`src/rtl/alu_result_display_scan.sv`:
```
// Purpose: converts an accepted ALU result byte to BCD and scans it onto a 4-digit active-low 7-segment display (hex option: ALU_DISP_HEX_EN).
// Latency: load accepted at edge N -> bcd_o updated and bcd_valid_o pulsed after edge N+9; display follows bcd_o immediately.
// Backpressure: ready_o low while a conversion is in flight; loads seen while not ready are dropped, not queued.
module alu_result_display_scan #(
    parameter int REFRESH_DIV = 1024
) (
    input  logic        clk,
    input  logic        rst,
    input  logic [7:0]  value_i,
    input  logic        load_i,
`ifdef ALU_DISP_HEX_EN
    input  logic        hex_mode_i,
`endif
    output logic        ready_o,
    output logic [11:0] bcd_o,
    output logic        bcd_valid_o,
    output logic [6:0]  seg_o,
    output logic [3:0]  an_o,
    output logic        dp_o
);

    localparam int CNT_W = $clog2(REFRESH_DIV);

    typedef enum logic [1:0] {
        IDLE   = 2'd0,
        SHIFT  = 2'd1,
        COMMIT = 2'd2
    } state_t;

    state_t       state_q;
    state_t       state_d;
    logic         accept;

    logic [7:0]   op_q;
    logic [11:0]  scr_q;
    logic [11:0]  scr_adj;
    logic [2:0]   bit_q;
    logic [11:0]  bcd_q;
    logic         vld_q;

    logic [CNT_W-1:0] cnt_q;
    logic [1:0]       idx_q;

    logic [3:0]   ones;
    logic [3:0]   tens;
    logic [3:0]   hund;

`ifdef ALU_DISP_HEX_EN
    logic [7:0]   raw_q;
    logic         hexm_q;
    logic [7:0]   disp_raw_q;
    logic         disp_hex_q;
`endif

    // Active-low segment pattern {g,f,e,d,c,b,a} for one nibble.
    function automatic logic [6:0] seg_code(input logic [3:0] n);
        logic [6:0] s;
        case (n)
            4'h0: s = 7'h40;
            4'h1: s = 7'h79;
            4'h2: s = 7'h24;
            4'h3: s = 7'h30;
            4'h4: s = 7'h19;
            4'h5: s = 7'h12;
            4'h6: s = 7'h02;
            4'h7: s = 7'h78;
            4'h8: s = 7'h00;
            4'h9: s = 7'h10;
            4'hA: s = 7'h08;
            4'hB: s = 7'h03;
            4'hC: s = 7'h46;
            4'hD: s = 7'h21;
            4'hE: s = 7'h06;
            default: s = 7'h0E;
        endcase
        return s;
    endfunction

    // Double-dabble correction: any BCD nibble >= 5 gets +3 before the shift.
    function automatic logic [11:0] dabble_adj(input logic [11:0] s);
        logic [11:0] r;
        r = s;
        for (int i = 0; i < 3; i++) begin
            if (s[i*4 +: 4] >= 4'd5) begin
                r[i*4 +: 4] = s[i*4 +: 4] + 4'd3;
            end
        end
        return r;
    endfunction

    assign scr_adj = dabble_adj(scr_q);
    assign accept  = ready_o & load_i;

    // Conversion FSM state register.
    always_ff @(posedge clk) begin
        if (rst) begin
            state_q <= IDLE;
        end else begin
            state_q <= state_d;
        end
    end

    // Next state and handshake: only IDLE accepts, SHIFT runs 8 edges, COMMIT is one edge.
    always_comb begin
        state_d = state_q;
        ready_o = 1'b0;
        case (state_q)
            IDLE: begin
                ready_o = 1'b1;
                if (load_i) begin
                    state_d = SHIFT;
                end
            end
            SHIFT: begin
                if (bit_q == 3'd7) begin
                    state_d = COMMIT;
                end
            end
            COMMIT: state_d = IDLE;
            default: state_d = IDLE;
        endcase
    end

    // Datapath: capture operand, shift-add-3 through the scratch, publish on COMMIT.
    always_ff @(posedge clk) begin
        if (rst) begin
            op_q  <= '0;
            scr_q <= '0;
            bit_q <= '0;
            bcd_q <= '0;
            vld_q <= 1'b0;
`ifdef ALU_DISP_HEX_EN
            raw_q      <= '0;
            hexm_q     <= 1'b0;
            disp_raw_q <= '0;
            disp_hex_q <= 1'b0;
`endif
        end else begin
            vld_q <= 1'b0;
            case (state_q)
                IDLE: begin
                    if (accept) begin
                        op_q  <= value_i;
                        scr_q <= '0;
                        bit_q <= '0;
`ifdef ALU_DISP_HEX_EN
                        raw_q  <= value_i;
                        hexm_q <= hex_mode_i;
`endif
                    end
                end
                SHIFT: begin
                    {scr_q, op_q} <= {scr_adj, op_q} << 1;
                    bit_q         <= bit_q + 3'd1;
                end
                COMMIT: begin
                    bcd_q <= scr_q;
                    vld_q <= 1'b1;
`ifdef ALU_DISP_HEX_EN
                    disp_raw_q <= raw_q;
                    disp_hex_q <= hexm_q;
`endif
                end
                default: ;
            endcase
        end
    end

    // Refresh prescaler: each digit slot is held for REFRESH_DIV cycles.
    always_ff @(posedge clk) begin
        if (rst) begin
            cnt_q <= '0;
            idx_q <= '0;
        end else if (cnt_q == CNT_W'(REFRESH_DIV - 1)) begin
            cnt_q <= '0;
            idx_q <= idx_q + 2'd1;
        end else begin
            cnt_q <= cnt_q + CNT_W'(1);
        end
    end

    assign ones = bcd_q[3:0];
    assign tens = bcd_q[7:4];
    assign hund = bcd_q[11:8];

    // Digit decode from committed value only; slot 3 is a dummy slot to keep 1/4 duty.
    always_comb begin
        an_o  = 4'b1111;
        seg_o = 7'h7F;
        case (idx_q)
            2'd0: begin
                an_o  = 4'b1110;
                seg_o = seg_code(ones);
            end
            2'd1: begin
                if ((hund != 4'd0) || (tens != 4'd0)) begin
                    an_o  = 4'b1101;
                    seg_o = seg_code(tens);
                end
            end
            2'd2: begin
                if (hund != 4'd0) begin
                    an_o  = 4'b1011;
                    seg_o = seg_code(hund);
                end
            end
            default: ;
        endcase
`ifdef ALU_DISP_HEX_EN
        if (disp_hex_q) begin
            an_o  = 4'b1111;
            seg_o = 7'h7F;
            case (idx_q)
                2'd0: begin
                    an_o  = 4'b1110;
                    seg_o = seg_code(disp_raw_q[3:0]);
                end
                2'd1: begin
                    an_o  = 4'b1101;
                    seg_o = seg_code(disp_raw_q[7:4]);
                end
                default: ;
            endcase
        end
`endif
    end

    assign bcd_o       = bcd_q;
    assign bcd_valid_o = vld_q;
    assign dp_o        = 1'b1;

endmodule
```
`config.mk`:
```
export PLATFORM = sky130hd
export DESIGN_NAME = alu_result_display_scan
export DESIGN_NICKNAME = d
export VERILOG_FILES = /design/src/rtl/alu_result_display_scan.sv
export SDC_FILE = /design/constraint.sdc
export NUM_CORES = 1
export LEC_CHECK = 0
export BUFFER_PORTS_ARGS = -buffer_cell sky130_fd_sc_hd__buf_2
export CAP_MARGIN = 20
export CORE_ASPECT_RATIO = 0.7
export CORE_MARGIN = 3
export CORE_UTILIZATION = 30
export DETAILED_ROUTE_END_ITERATION = 7
export PLACE_DENSITY = 0.55
export SYNTH_ARGS = -nofsm -noshare
export SYNTH_HDL_FRONTEND = slang
export SYNTH_SLANG_ARGS = --single-unit
```
`constraint.sdc`:
```
create_clock -name clk -period 3.8 [get_ports clk]
set_input_delay 0.19 -clock clk [delete_from_list [all_inputs] [get_ports clk]]
set_output_delay 0.19 -clock clk [all_outputs]
set_load 0.05 [all_outputs]
```
* Word level (Yosys, flattened, before mapping)
Memory sizes are Yosys's and may differ from the RTL's. A register that Yosys moved wholly into a read port is not among the register bits. Cells that the tools add are included. W data, S select, Z words.
Storage, ports and cells: flip-flop bits (word level) 50, bits in latches 0, bits in writable memories 0, memory bits (read-only) 336, input bits 11, output and inout port bits 26, word-level logic and storage cells 65, memories 3
Operators by class: add/sub/neg operators 6, $mul 0, divide/modulo/power cells 0, magnitude comparators 3, equality and inequality tests 9, shift-type cells 0, mux-type cells 26, bitwise operators 1, reduce and logical (&&, ||, !) cells 9
Memory list:
- (no name shown) | depth 16, width 7, rd ports 1, clocked after Yosys merged registers in 1, wr ports 0, RTL line 58 | case (n)
- (no name shown) | depth 16, width 7, rd ports 1, clocked after Yosys merged registers in 1, wr ports 0, RTL line 58
- (no name shown) | depth 16, width 7, rd ports 1, clocked after Yosys merged registers in 1, wr ports 0, RTL line 58
Operators by type and width (number):
- $mux W4 | 8
- $pmux W12 S2 | 1
- $pmux W7 S3 | 1
- $pmux W8 S2 | 1
- $mux W7 | 2
- $ge A4 B3 Y1 const B | 3
- $mux W12 | 1
- $add A10 B1 Y10 const B | 1
- $eq A10 B10 Y1 const B | 1
- $mux W3 | 3
- $pmux W3 S3 | 1
- $add A4 B2 Y4 const B | 2
- $mux W8 | 1
- $reduce_bool A4 Y1 | 2
- $mux W2 | 3
- $ne A2 B2 Y1 const B | 3
- $pmux W3 S2 | 1
- $eq A2 B1 Y1 const B | 2
- $eq A2 B2 Y1 const B | 2
- $logic_not A2 Y1 | 2
- $pmux W2 S2 | 1
- $reduce_and A2 Y1 | 2
- $add A3 B1 Y3 const B | 1
- $add A3 B2 Y3 const B | 1
- other kinds (7) | 8

* Depth between registers and ports, before layout
depth in word-level cells 5, mapped depth 9, gate-level depth less buffers 7

* Least setup slack after synthesis
Ideal clock, no wire load.
path type reg2reg, start register state_q[0], end register (tool-made name), library setup time 0.122 ns, arrival time 1.869 ns, setup slack 1.809 ns, cell stages (with the launch flop) 9, buffers on the path 2, period minus slack after synthesis 1.991 ns, cell sequence dfxtp_1 -> nand2b_1 -> buf_6 -> buf_6 -> mux2i_1 -> nor2_1 -> inv_1 -> ha_1 -> a221o_1
RTL lines:
- start: declaration | RTL line 30 | state_t state_q;
- start signal: assignment | RTL line 99 | state_q <= state_d;

==> flow_summary.yaml <==
run_status:
  status: "complete, no violations"
setup_path:
  cp-start-kind: "register"
  worstPathCellList: "nand2b_1, mux2i_1, nor2_1, inv_1, ha_1, a221o_1"
  end_kind: "register"
  cp_slowest_cell: "dfxtp_1"
  worstPathRequired_ns: 4.01
  crit_family: "flip-flops"
  crit_path_max_fanout: 28
  path_buf_inv: 1
  cp.arrival_ns: 2.93
  critPathKind: "register to register"
  max_stage_delay_ns: 0.83
cts:
  ctsResizeCount: 0
  cts_setup_buffers: 0
  clockBufferDepth: 2
  cts_tree: "built"
  clock_latency_ns: 0.33
  cts_sinks: 71
  cts.clk_slew.worst_paths_ns: 0.05
  hold_buffers: 0
  cts-buffers-inserted: 9
  cts_htree_levels: 3
  root_buffer: "clkbuf_16"
final_layout:
  layout-area-overhead-vs-synth_pct: 13.1
  fin_cells: 574
  num_antenna_cells: 0
  final_common_cell: "dfxtp_1"
  final_core_util_pct: 35.8
  finalInstanceArea_um2: 4300
  drive_gt1_share_pct: 18.9
  fill_cells: 1201
  fin_nets: 457
  final_cell_mix: "dfxtp_1, nor2_1, buf_2, ha_1, mux2i_1"
placed_design:
  placed_cells: 561
  dp_hpwl_mm: 6.13
  place_area_um2: 4010
  pre_cts_slack_ns: 1.09
  gp_congestion: 0.841
  numPortBuffers: 34
sta:
  rsz0062_at_grt: "no"
  final_max_slew_viol_count: 0
  min_period_ns: 2.71
  slew_headroom_pct: 44.6
  min_period_over_period_pct: 71.4
  skew_ns: 0.00556
  hold_viol_final: 0
  worst_slew_pin_slew_ns: 0.831
  fmax_ghz: 0.369
  final-setup-viol-count: 0
  setup_tns_ns: 0
  setup_slack_ns: 1.09
synth:
  synth_seq_cells: 71
  synth_cell_types: 55
  yosys_warnings: 0
  postSynthAreaPerCell_um2: 9.67
  synth.area.top_cells: "dfxtp_1, ha_1, mux2i_1"
  seq_area_frac_synth_pct: 37.4
  synth-edff-count: 0
  post_synth_instance_area_um2: 3800
  synth_top_area_share_pct: 37.4
  synth_top_cell_by_area: "dfxtp_1"
  ys_async_sr_fraction_pct: 0
  synth_cells: 393
  synth_ff_type: "dfxtp_1"
global_routing:
  gr-usage-all-layers_pct: 12.6
  grt_pass1_vias: 2817
  grt_overflow_total: 0
  grt_pass1_wl_mm: 14.3
  grt_max_degree: 38
  antenna_found_initial: 0
power:
  ir_drop_mv: 0.246
  p_leak_nw: 1.81
  powerDensity_nw_per_um2: 388
detailed_routing:
  ant_nets: 0
  drt_first_pass_iters: 6
  vias_per_cell: 5.02
  routed_wl_mm: 8.43
  route.detailed.drc: 0
  dr.first_iter.drc_count: 209
  routedWlPerCell_um: 14.7
  vias: 2883
die:
  core.rowCount: 33
  io_pins: 37
  coreArea_um2: 12000
  die_h_um: 100
  die_w_um: 141
  die_area_um2: 14100
  floorplan.initialDensity_pct: 31.6
flow_run:
  drv_cap: 0
worst_hold_path:
  hold_path.class: "input port to register"
-- synthesized netlist by cell type (9+ instances only) --
| cell | count |
|---|---|
| a21oi_1 | 17 |
| a22o_1 | 9 |
| buf_2 | 9 |
| dfxtp_1 | 71 |
| ha_1 | 31 |
| inv_1 | 23 |
| mux2i_1 | 27 |
| nand2_1 | 19 |
| nor2_1 | 36 |
| o21ai_0 | 10 |
| xnor2_1 | 9 |
-- cell type report --
| cell class | instances | area, um2 | share of cell area, % |
|---|---|---|---|
| Clock buffer | 12 | 256 | 5.97 |
| Timing Repair Buffer | 36 | 185 | 4.31 |
| Tap cell | 157 | 196 | 4.57 |
| Inverter | 25 | 96.3 | 2.24 |
| Multi-Input combinational cell | 272 | 2110 | 49.2 |
| Sequential cell | 71 | 1420 | 33.1 |
| Clock inverter | 1 | 30.0 | 0.698 |
-- worst min-delay path: cells and delay by family --
kind | cells | cell delay, ns
AO/OA/AOI/OAI | 1 | 0.08
buffers and inverters | 1 | 0.10
AND/OR/NAND/NOR | 1 | 0.05
-- worst paths after layout --
kind                   start        to  slack [ns]  cells after the start
setup / recovery  state_q[0]  register        1.09                      6
hold / removal    value_i[7]   op_q[7]        0.13                      3
setup reg to reg  state_q[0]  register        1.09                      6
hold reg to reg     cnt_q[0]  cnt_q[0]        0.46                      1
-- report_power, final --
group          internal (mW)  switching, mW  total, mW
logic                 0.0266         0.0436     0.0702
clock network          0.533          0.293      0.826
registers              0.758         0.0125      0.770
total                   1.32          0.349       1.67
-- stage by stage --
step / power [mW] / hold slack (ns)
final: 1.67 / 0.130
after global routing: 1.73 / 0.143
after CTS: 1.69 / 0.118
after detailed placement: 0.856 / 0.451
after global placement: 0.854 / 0.445
after floorplan: 0.842 / 0.352
-- metal layers --
layer | global-route usage (%) | routed length [um] | vias up
li1 | - | - | 1449
met1 | 18.5 | 4480 | 1370
met2 | 17.9 | 3450 | 52
met3 | 3.76 | 383 | 12
met4 | 3.57 | 116 | 0
met5 | 0 | 0 | -
-- cell families (layout without fill, tap and decap cells) --
group           count (synthesis)  in the layout  share of synthesized area [%]
flops                          71             71                           37.4
buf+inv                        51             74                           7.08
compound gates                 84             84                           18.4
mux                            27             27                           7.11
xor+xnor                       15             15                           3.46
fa+ha+maj                      31             31                           10.2
simple gates                  113            113                           16.2
other cells                     1              2                         0.0987
Note: power is estimated with default switching activity, not from simulation.
